===== config.mk =====
export PLATFORM = sky130hd
export DESIGN_NAME = interrupt_controller
export DESIGN_NICKNAME = d
export VERILOG_FILES = /design/src/rtl/interrupt_controller_pkg.sv /design/src/rtl/interrupt_controller_prio.sv /design/src/rtl/interrupt_controller.sv
export SDC_FILE = /design/constraint.sdc
export NUM_CORES = 1
export LEC_CHECK = 0
export ABC_CLOCK_PERIOD_IN_PS = 2000
export CAP_MARGIN = 20
export CORE_AREA = 2 2 67 85
export CTS_CLUSTER_DIAMETER = 150
export DETAILED_ROUTE_END_ITERATION = 8
export DIE_AREA = 0 0 69 87
export DONT_BUFFER_PORTS = 1
export GPL_TIMING_DRIVEN = 0
export MAX_ROUTING_LAYER = met4
export PLACE_DENSITY = 0.7
export SLEW_MARGIN = 20
export SYNTH_ARGS = -nofsm -noshare
export SYNTH_HDL_FRONTEND = slang
export SYNTH_SLANG_ARGS = --single-unit

===== constraint.sdc =====
create_clock -name clk -period 2 [get_ports clk]
set_input_delay 0.4 -clock clk [delete_from_list [all_inputs] [get_ports clk]]
set_output_delay 0.4 -clock clk [all_outputs]
set_load 0.1 [all_outputs]

===== src/rtl/interrupt_controller_pkg.sv =====
// Shared definitions for the interrupt controller: configuration register
// addresses, reset values and the request FSM state encoding.
package interrupt_controller_pkg;

  localparam int NUM_LINES = 8;

  // Configuration register map (cfg_addr).
  localparam logic [1:0] ADDR_MASK       = 2'd0;
  localparam logic [1:0] ADDR_PENDING    = 2'd1;
  localparam logic [1:0] ADDR_IN_SERVICE = 2'd2;
  localparam logic [1:0] ADDR_MODE       = 2'd3;

  // All lines start out edge-triggered.
  localparam logic [NUM_LINES-1:0] MODE_RESET = 8'hFF;

  // Request FSM: IDLE (no request) / ASSERT (irq held until ack).
  typedef enum logic {
    ST_IDLE   = 1'b0,
    ST_ASSERT = 1'b1
  } state_t;

endpackage


===== src/rtl/interrupt_controller_prio.sv =====
// priority_encoder8: 8-bit priority encoder, lowest index wins.
//   req   - request vector
//   idx   - index of the lowest set bit of req (0 when req is empty)
//   valid - at least one bit of req is set
module priority_encoder8 (
  input  logic [7:0] req,
  output logic [2:0] idx,
  output logic       valid
);

  always_comb begin
    // NOTE: every combinational output gets a default before any
    // conditional assignment, otherwise a latch is inferred.
    idx   = 3'd0;
    valid = |req;
    // Scan downward so the lowest set index is the last one written.
    for (int i = 7; i >= 0; i--) begin
      if (req[i]) idx = 3'(i);
    end
  end

endmodule


===== src/rtl/interrupt_controller.sv =====
// interrupt_controller: 8-line prioritised interrupt controller with
// per-line mask, edge/level mode, pending and in-service tracking.
//   clk, reset         - clock, asynchronous active-low reset
//   irq_in[7:0]        - raw asynchronous interrupt lines (line 0 highest)
//   irq, vector[15:0]  - request to the CPU and handler address
//   ack, eoi           - CPU accept / end-of-handler pulses
//   cfg_we, cfg_addr, cfg_wdata, cfg_rdata - register access
//     (0 MASK, 1 PENDING (W1C), 2 IN_SERVICE (read-only), 3 MODE)
module interrupt_controller
  import interrupt_controller_pkg::*;
#(
  parameter logic [15:0] VECTOR_BASE   = 16'h0010,
  parameter int          VECTOR_STRIDE = 2
) (
  input  logic        clk,
  input  logic        reset,
  input  logic [7:0]  irq_in,
  output logic        irq,
  output logic [15:0] vector,
  input  logic        ack,
  input  logic        eoi,
  input  logic        cfg_we,
  input  logic [1:0]  cfg_addr,
  input  logic [7:0]  cfg_wdata,
  output logic [7:0]  cfg_rdata
);

  logic [7:0] sync1_q, sync2_q, sync3_q;
  logic [7:0] mask_q, mask_d;
  logic [7:0] mode_q, mode_d;
  logic [7:0] pending_q, pending_d;
  logic [7:0] in_service_q, in_service_d;
  state_t     state_q, state_d;
  logic [2:0] cur_q, cur_d;

  logic [7:0] rise, cur_onehot, ack_clr, w1c_clr, eoi_clr, elig_mask, cand;
  logic       ack_take;
  logic [2:0] cand_idx, isr_idx;
  logic       cand_valid, isr_valid;

  priority_encoder8 u_cand_enc (.req(cand),         .idx(cand_idx), .valid(cand_valid));
  priority_encoder8 u_isr_enc  (.req(in_service_q), .idx(isr_idx),  .valid(isr_valid));

  // Register and pending/in-service next-state logic.
  always_comb begin
    rise       = sync2_q & ~sync3_q;
    ack_take   = ack && (state_q == ST_ASSERT);
    cur_onehot = 8'(1) << cur_q;

    // Clears only touch edge-mode lines; a coincident rising edge wins.
    ack_clr   = ack_take ? (cur_onehot & mode_q) : 8'h00;
    w1c_clr   = (cfg_we && cfg_addr == ADDR_PENDING) ? (cfg_wdata & mode_q) : 8'h00;
    pending_d = (mode_q & ((pending_q & ~(ack_clr | w1c_clr)) | rise))
              | (~mode_q & sync2_q);

    // eoi retires the highest-priority in-service line; ack then marks cur.
    eoi_clr      = (eoi && isr_valid) ? (8'(1) << isr_idx) : 8'h00;
    in_service_d = (in_service_q & ~eoi_clr) | (ack_take ? cur_onehot : 8'h00);

    // Only lines above the highest-priority in-service line may nest.
    elig_mask = isr_valid ? ((8'(1) << isr_idx) - 8'd1) : 8'hFF;
    cand      = pending_q & mask_q & ~in_service_q & elig_mask;

    mask_d = (cfg_we && cfg_addr == ADDR_MASK) ? cfg_wdata : mask_q;
    mode_d = (cfg_we && cfg_addr == ADDR_MODE) ? cfg_wdata : mode_q;
  end

  // FSM next state; cur is latched only on entry to ASSERT so the vector
  // stays stable (no withdrawal, no preemption) until ack.
  always_comb begin
    state_d = state_q;
    cur_d   = cur_q;
    case (state_q)
      ST_IDLE: begin
        if (cand_valid) begin
          state_d = ST_ASSERT;
          cur_d   = cand_idx;
        end
      end
      ST_ASSERT: begin
        if (ack) state_d = ST_IDLE;
      end
      default: state_d = ST_IDLE;
    endcase
  end

  // FSM outputs.
  always_comb begin
    irq    = (state_q == ST_ASSERT);
    vector = VECTOR_BASE + 16'(32'(cur_q) * 32'(VECTOR_STRIDE));
  end

  // Combinational register read.
  always_comb begin
    case (cfg_addr)
      ADDR_MASK:       cfg_rdata = mask_q;
      ADDR_PENDING:    cfg_rdata = pending_q;
      ADDR_IN_SERVICE: cfg_rdata = in_service_q;
      default:         cfg_rdata = mode_q;
    endcase
  end

  // NOTE: all state uses non-blocking assignments so every flop samples
  // pre-edge values, which is what makes the synchronizer chain work.
  always_ff @(posedge clk or negedge reset) begin
    if (!reset) begin
      sync1_q      <= 8'h00;
      sync2_q      <= 8'h00;
      sync3_q      <= 8'h00;
      mask_q       <= 8'h00;
      mode_q       <= MODE_RESET;
      pending_q    <= 8'h00;
      in_service_q <= 8'h00;
      state_q      <= ST_IDLE;
      cur_q        <= 3'd0;
    end else begin
      sync1_q      <= irq_in;
      sync2_q      <= sync1_q;
      sync3_q      <= sync2_q;
      mask_q       <= mask_d;
      mode_q       <= mode_d;
      pending_q    <= pending_d;
      in_service_q <= in_service_d;
      state_q      <= state_d;
      cur_q        <= cur_d;
    end
  end

endmodule

**Yosys cells after proc, flatten, opt, wreduce, memory -nomap -nowiden**

Cells that the tools add are included.

- Register bits after elaboration: 60
- Bits in latches: 0
- Bits in writable memories: 0
- ROM bits: 0
- Input bits: 23
- Output and inout bits: 25
- Logic and storage cells: 70
- Memories kept: 0

- Add/sub/neg operators: 2
- $mul: 0
- Div/mod/pow operators: 0
- $lt $le $gt $ge: 0
- Equality and inequality tests: 3
- Shift-type cells: 2
- Muxes and demuxes: 25
- Bitwise gates (word level): 20
- Reduce and logical (&&, ||, !) cells: 9

Operators by type and width:

| operator | number |
|---|---|
| 8-bit AND | 10 |
| 3-bit two-way mux | 16 |
| 8-bit two-way mux | 5 |
| 8-bit inverter | 5 |
| 8-bit OR | 4 |
| 8-bit one-hot mux with 3 select lines | 1 |
| 8-bit OR reduction | 2 |
| 1-bit by 3-bit << shifter with 8-bit output (first input constant) | 2 |
| 8-bit by 1-bit subtractor with 8-bit output (second input constant) | 1 |
| 5-bit by 4-bit adder with 6-bit output (first input constant) | 1 |
| 1-bit logical AND | 5 |
| 2-bit == test (second input constant) | 2 |
| 2-bit by 1-bit == test with 1-bit output (second input constant) | 1 |
| 2-bit zero test | 1 |
| 1-bit two-way mux | 2 |
| 1-bit one-hot mux with 2 select lines | 1 |
| 2-bit AND reduction | 1 |
| 1-bit inverter | 1 |

**Longest topological paths before layout**

- Depth in word-level cells: 20
- Depth in mapped cells: 12
- Mapped depth without buffers: 12

**Cells and area by module**

A second synthesis with hierarchy kept.

- Cell total of the unflattened synthesis: 225
- Area total of the unflattened synthesis: 2742.6 µm²

Modules (own cells, without submodules):

| module | instances | cells each | area each (µm²) | sequential area each (µm²) |
|---|---|---|---|---|
| interrupt_controller | 1 | 199 | 2580.0 | 1511.4 |
| priority_encoder8 | 2 | 13 | 81.3 | 0.0 |

**Worst setup path before layout**

OpenSTA, ideal clock, no wires.

- Kind: flip-flop to flip-flop
- Start point: reg in_service_q[6]
- End point: reg state_q (netlist: irq)
- Library setup time: 0.125 ns
- Data arrival time: 2.023 ns
- Data required time: 1.875 ns
- Setup slack: -0.148 ns
- Stages on the path, launching flop included: 11
- Buffers on the path: 0
- Period minus slack after synthesis: 2.148 ns
- Cell sequence: dfrtp_1 > nand2b_1 > a21oi_1 > o21ba_2 > nor2_1 > a31oi_1 > ha_1 > a31oi_1 > o31ai_2 > or2_1 > o31a_1

- Longest elaborated chain between the ends: 14
- Elaborated cells between the ends (all ways): 17
- Those cells by class: add/sub: 1; shift: 1; mux: 10; bitwise: 3; reduce/logical: 2

Ends and longest elaborated chain:

| what | line | RTL |
|---|---|---|
| start, declared | interrupt_controller.sv:32 | `logic [7:0] in_service_q, in_service_d;` |
| start signal, assigned | interrupt_controller.sv:123 | `in_service_q <= in_service_d;` |
| 3-bit two-way mux (7 in series) | interrupt_controller_prio.sv:18 | `if (req[i]) idx = 3'(i);` |
| 1-bit by 3-bit << shifter with 8-bit output | interrupt_controller.sv:61 | `elig_mask = isr_valid ? ((8'(1) << isr_idx) - 8'd1) : 8'hFF;` |
| 8-bit by 1-bit subtractor with 8-bit output | interrupt_controller.sv:61 |  |
| 8-bit two-way mux | interrupt_controller.sv:61 |  |
| 8-bit AND (*) | interrupt_controller.sv:62 | `cand = pending_q & mask_q & ~in_service_q & elig_mask;` |
| 8-bit OR reduction (*) | interrupt_controller_prio.sv:15 | `valid = \|req;` |
| 1-bit two-way mux (*) | interrupt_controller.sv:75 | `if (cand_valid) begin` |
| 1-bit one-hot mux with 2 select lines (*) | interrupt_controller.sv:73 | `case (state_q)` |
| via state_d | interrupt_controller.sv:33 | `state_t state_q, state_d;` |
| end signal, assigned | interrupt_controller.sv:124 | `state_q <= state_d;` |
| end, declared | interrupt_controller.sv:33 |  |

The timed path passes the listed nets; every way through them passes the cells marked *.
A chain may end at the register's enable or synchronous reset.

**Worst setup path in the final report**

- Start point: reg in_service_q[2]
- End point: reg cur_q[0]

- Longest elaborated chain between the ends: 15
- Elaborated cells between the ends (all ways): 20
- Those cells by class: add/sub: 1; shift: 1; mux: 12; bitwise: 3; reduce/logical: 3

Ends and longest elaborated chain:

| what | line | RTL |
|---|---|---|
| 3-bit two-way mux (3 in series) | interrupt_controller_prio.sv:18 |  |
| 1-bit by 3-bit << shifter with 8-bit output | interrupt_controller.sv:61 |  |
| 8-bit by 1-bit subtractor with 8-bit output | interrupt_controller.sv:61 |  |
| 8-bit two-way mux | interrupt_controller.sv:61 |  |
| 8-bit AND (*) | interrupt_controller.sv:62 |  |
| 3-bit two-way mux (8 in series) | interrupt_controller_prio.sv:18 |  |
| end signal, assigned | interrupt_controller.sv:125 | `cur_q <= cur_d;` |
| end, declared | interrupt_controller.sv:34 | `logic [2:0] cur_q, cur_d;` |

Mark *: on every way between the ends. The rest lies on a longest branch, timed or not.

==> flow_summary.toml <==
[placement]
postPlaceCellArea_mm2 = 0.00285
place_hpwl_mm = 3.81
gp_congestion = 0.849
port_buffers = 0

[pwr]
intPower_w = 0.00311
ir_worst_vdd_uv = 863
p_leak_nw = 1.47
pwr-share-seq_pct = 36.7
p_sw_w = 0.00237
power_frac_clock_pct = 19.6
combPwrFrac_pct = 43.7
p_per_area_mw_per_mm2 = 1640
switching_share_pct = 43.3

[detailed_routing]
wl_met2_mm = 3.04
first_pass_iters = 4
vias = 1918
ant_nets = 0
post_drt_wl_per_cell_um = 17.6
wl_met3_um = 459
drc_errors = 0
wl_met1_mm = 2.28
drt_first_iter_violations = 153
vias_per_cell = 5.71
totalWireLength_mm = 5.92
dr.max_layer_used = "met4"

[sta]
rsz0062_at_grt = "yes"
slew_violations = 0
setup_viol = 8
skew_ps = 5.55
final-hold-violation-count = 0
setup_slack_ps = -287
finalCritPeriodShare_pct = 114
max-slew-margin-rel_pct = 49.5
fmax_ghz = 0.437
period_minus_slack_ps = 2290
holdWs_ps = 88.0
tightest_slew_ps = 754

[global_route]
grt_max_degree = 61
grt_pass1_vias = 1945
grt_pass1_wl_mm = 9.41
grt_util_all_layers_pct = 21.3
antenna_found_initial = 0
grt_overflow = 0

[logic_synthesis]
async_reset_ff_share_pct = 100
synth_top_area_cell = "dfrtp_1"
yosys_register_bits = 60
synth-edff-count = 0
synth_commonest_cells = "dfrtp_1 (52), nand2_1 (27), mux2_2 (16), buf_4 (13), nor2_1 (13)"
synthTopCellsByArea = "dfrtp_1 (48%), dfstp_2 (7.8%), mux2_2 (6.7%), mux4_2 (5.8%), nand2_1 (3.7%)"
syn_inst = 222
yosysUniqueCellTypes = 45
synth_most_common_cell = "dfrtp_1"
ys.flop_type = "dfrtp_1"
yosys_warnings = 0
synth_area_mm2 = 0.00270
avgSynthCellArea_um2 = 12.2
synth_top_area_share_pct = 48.1
yosysSeqAreaShare_pct = 55.9

[critical_path]
cp-end-kind = "flop"
path_max_fanout = 6
path_buf_inv = 1
rrSetupSlack_ps = -290
critPathLaunch = "in_service_q[2]"
crit_slowest_cell = "dfrtp_1"
cp_num_cells = 10
r2r_cells = 10
cp.arrival_ps = 2510
crit_type = "reg -> reg"
critPathLaunchType = "flop"
timing.rr.end = "cur_q[0]"
crit_end = "cur_q[0]"
crit_path_cell_trace = "buf_6, nor4_4, a31oi_2, ha_2, nand2_1, nand2_1, a221oi_2, nand2b_4, o31a_1, o21ai_2"
worstPathRequired_ps = 2220
crit_path_frequent_cell = "nand2_1"
rr_startpoint = "in_service_q[2]"
critPathTopFamily = "compound AO/OA/AOI/OAI gates"
slowest_delay_ps = 390

[layout]
areaGrowthSynthToFinish_pct = 23.7
fin_area_mm2 = 0.00334
fin_util_pct = 63.6
drive_gt1_share_pct = 41.9
diodes = 0
nets = 291

[die]
row_count = 30
die_h_um = 87
coreArea_mm2 = 0.00526
die_w_um = 69
io_pins = 48
die_area_mm2 = 0.00600
initial_core_util_pct = 51.5

[cts]
cts_inserted_buffers = 9
cts-root-buf = "clkbuf_8"
clockBufferDepth = 2
insertion_delay_ps = 340
cts_max_level = 3
path_clk_slew_ps = 60
clock-sinks = 60
cts_tree = "yes"

[hold_path]
holdCritPathClass = "in -> reg"

[outcome]
outcome = "finished with violations"
failed_checks = "setup timing"

[job]
drv_cap = 0
cell usage in the layout, fill, tap and decap left out, types with 2 or more instances in the layout:
cell and n:
inv_1 4, mux2_2 16, nand2b_4 2, buf_6 3, clkbuf_1 6, a21oi_1 8
clkbuf_8 11, a21o_1 4, buf_4 33, nor2_1 10, nand3_1 7, nand2b_1 2
dfrtp_4 2, dfrtp_2 6, dfrtp_1 44, nor2_2 2, a22o_1 3, mux4_2 8
o31a_1 2, nor3_1 4, a211o_1 3, conb_1 13, o21ai_0 4, nor4_4 2
nand2_1 27, o21ai_2 2, a32o_1 6, a21oi_2 3, dfstp_2 8
final cells by class:
| type | instances | area, µm² |
|---|---|---|
| inverter | 5 | 18.8 |
| sequential | 60 | 1530 |
| timing repair buffer | 23 | 199 |
| multi-input combinational | 149 | 1180 |
| buffer | 19 | 140 |
| clock buffer | 15 | 166 |
| tap | 64 | 80.1 |
| clock inverter | 1 | 30.0 |
| fill | 425 | 1910 |
logic make-up (layout without fill, tap and decap cells):
kind of cell,count (synthesis),in the layout,synth area share (%)
compound gates,45,45,12.1
fa+ha+maj,1,1,0.463
buf+inv,24,63,5.74
flops,60,60,55.9
mux,24,24,13.5
other cells,2,13,0.278
simple gates,66,66,12.0
sequential cells by signal, summed over array words and instances (netlist names):
name	cells
irq	1
cur_q	3
in_service_q	8
mode_q	8
sync2_q	8
pending_q	8
sync1_q	8
mask_q	8
sync3_q	8
worst min path at each step:
| stage | depth (start not counted) | endpoint | startpoint | slack (ps) |
|---|---|---|---|---|
| 2_1_floorplan | 0 | cur_q[0] | reset | 100 |
| 3_3_place_gp | 0 | sync1_q[6] | reset | 110 |
| 3_5_place_dp | 0 | sync1_q[6] | reset | 110 |
| 4_1_cts | 0 | sync1_q[3] | irq_in[3] | 80 |
| 5_1_grt | 0 | sync1_q[3] | irq_in[3] | 70 |
| 6_report | 0 | sync1_q[5] | irq_in[5] | 90 |
timing repair:
| action | 4_1_cts | 5_1_grt |
|---|---|---|
| endpoints found under the setup margin | 21 | 15 |
| cloned | 0 | 0 |
| pin swaps | 6 | 7 |
| hold buffers | 2 | 0 |
| setup buffers | 19 | 2 |
| hold endpoints to repair | 60 | 0 |
| resized for setup | 17 | 11 |
routing by layer:
layer / track usage (%) / vias up
met1: 24.7 / 951
li1: - / 868
met2: 33.5 / 85
met3: 6.60 / 14
met5: - / -
met4: 11.4 / 0
power by group through the flow:
stage | logic, W | registers (W) | clock network, W
after floorplan | 0.00156 | 0.00192 | 0
after CTS | 0.00215 | 0.00199 | 0.00110
after global placement | 0.00175 | 0.00198 | 0
after detailed placement | 0.00177 | 0.00199 | 0
final | 0.00240 | 0.00201 | 0.00108
after global routing | 0.00254 | 0.00204 | 0.00116
per-stage QoR:
stage | total power (W) | worst slack [ps] | setup TNS [ps] | std cells
3_5_place_dp | 0.00377 | -333 | -2410 | 297
3_3_place_gp | 0.00373 | -331 | -2100 | 297
5_1_grt | 0.00574 | -363 | -1790 | 336
4_1_cts | 0.00524 | -161 | -716 | 334
2_1_floorplan | 0.00348 | -98.7 | -134 | 233
6_report | 0.00548 | -287 | -1180 | 336
No activity file was read; power rests on OpenSTA's default activity.
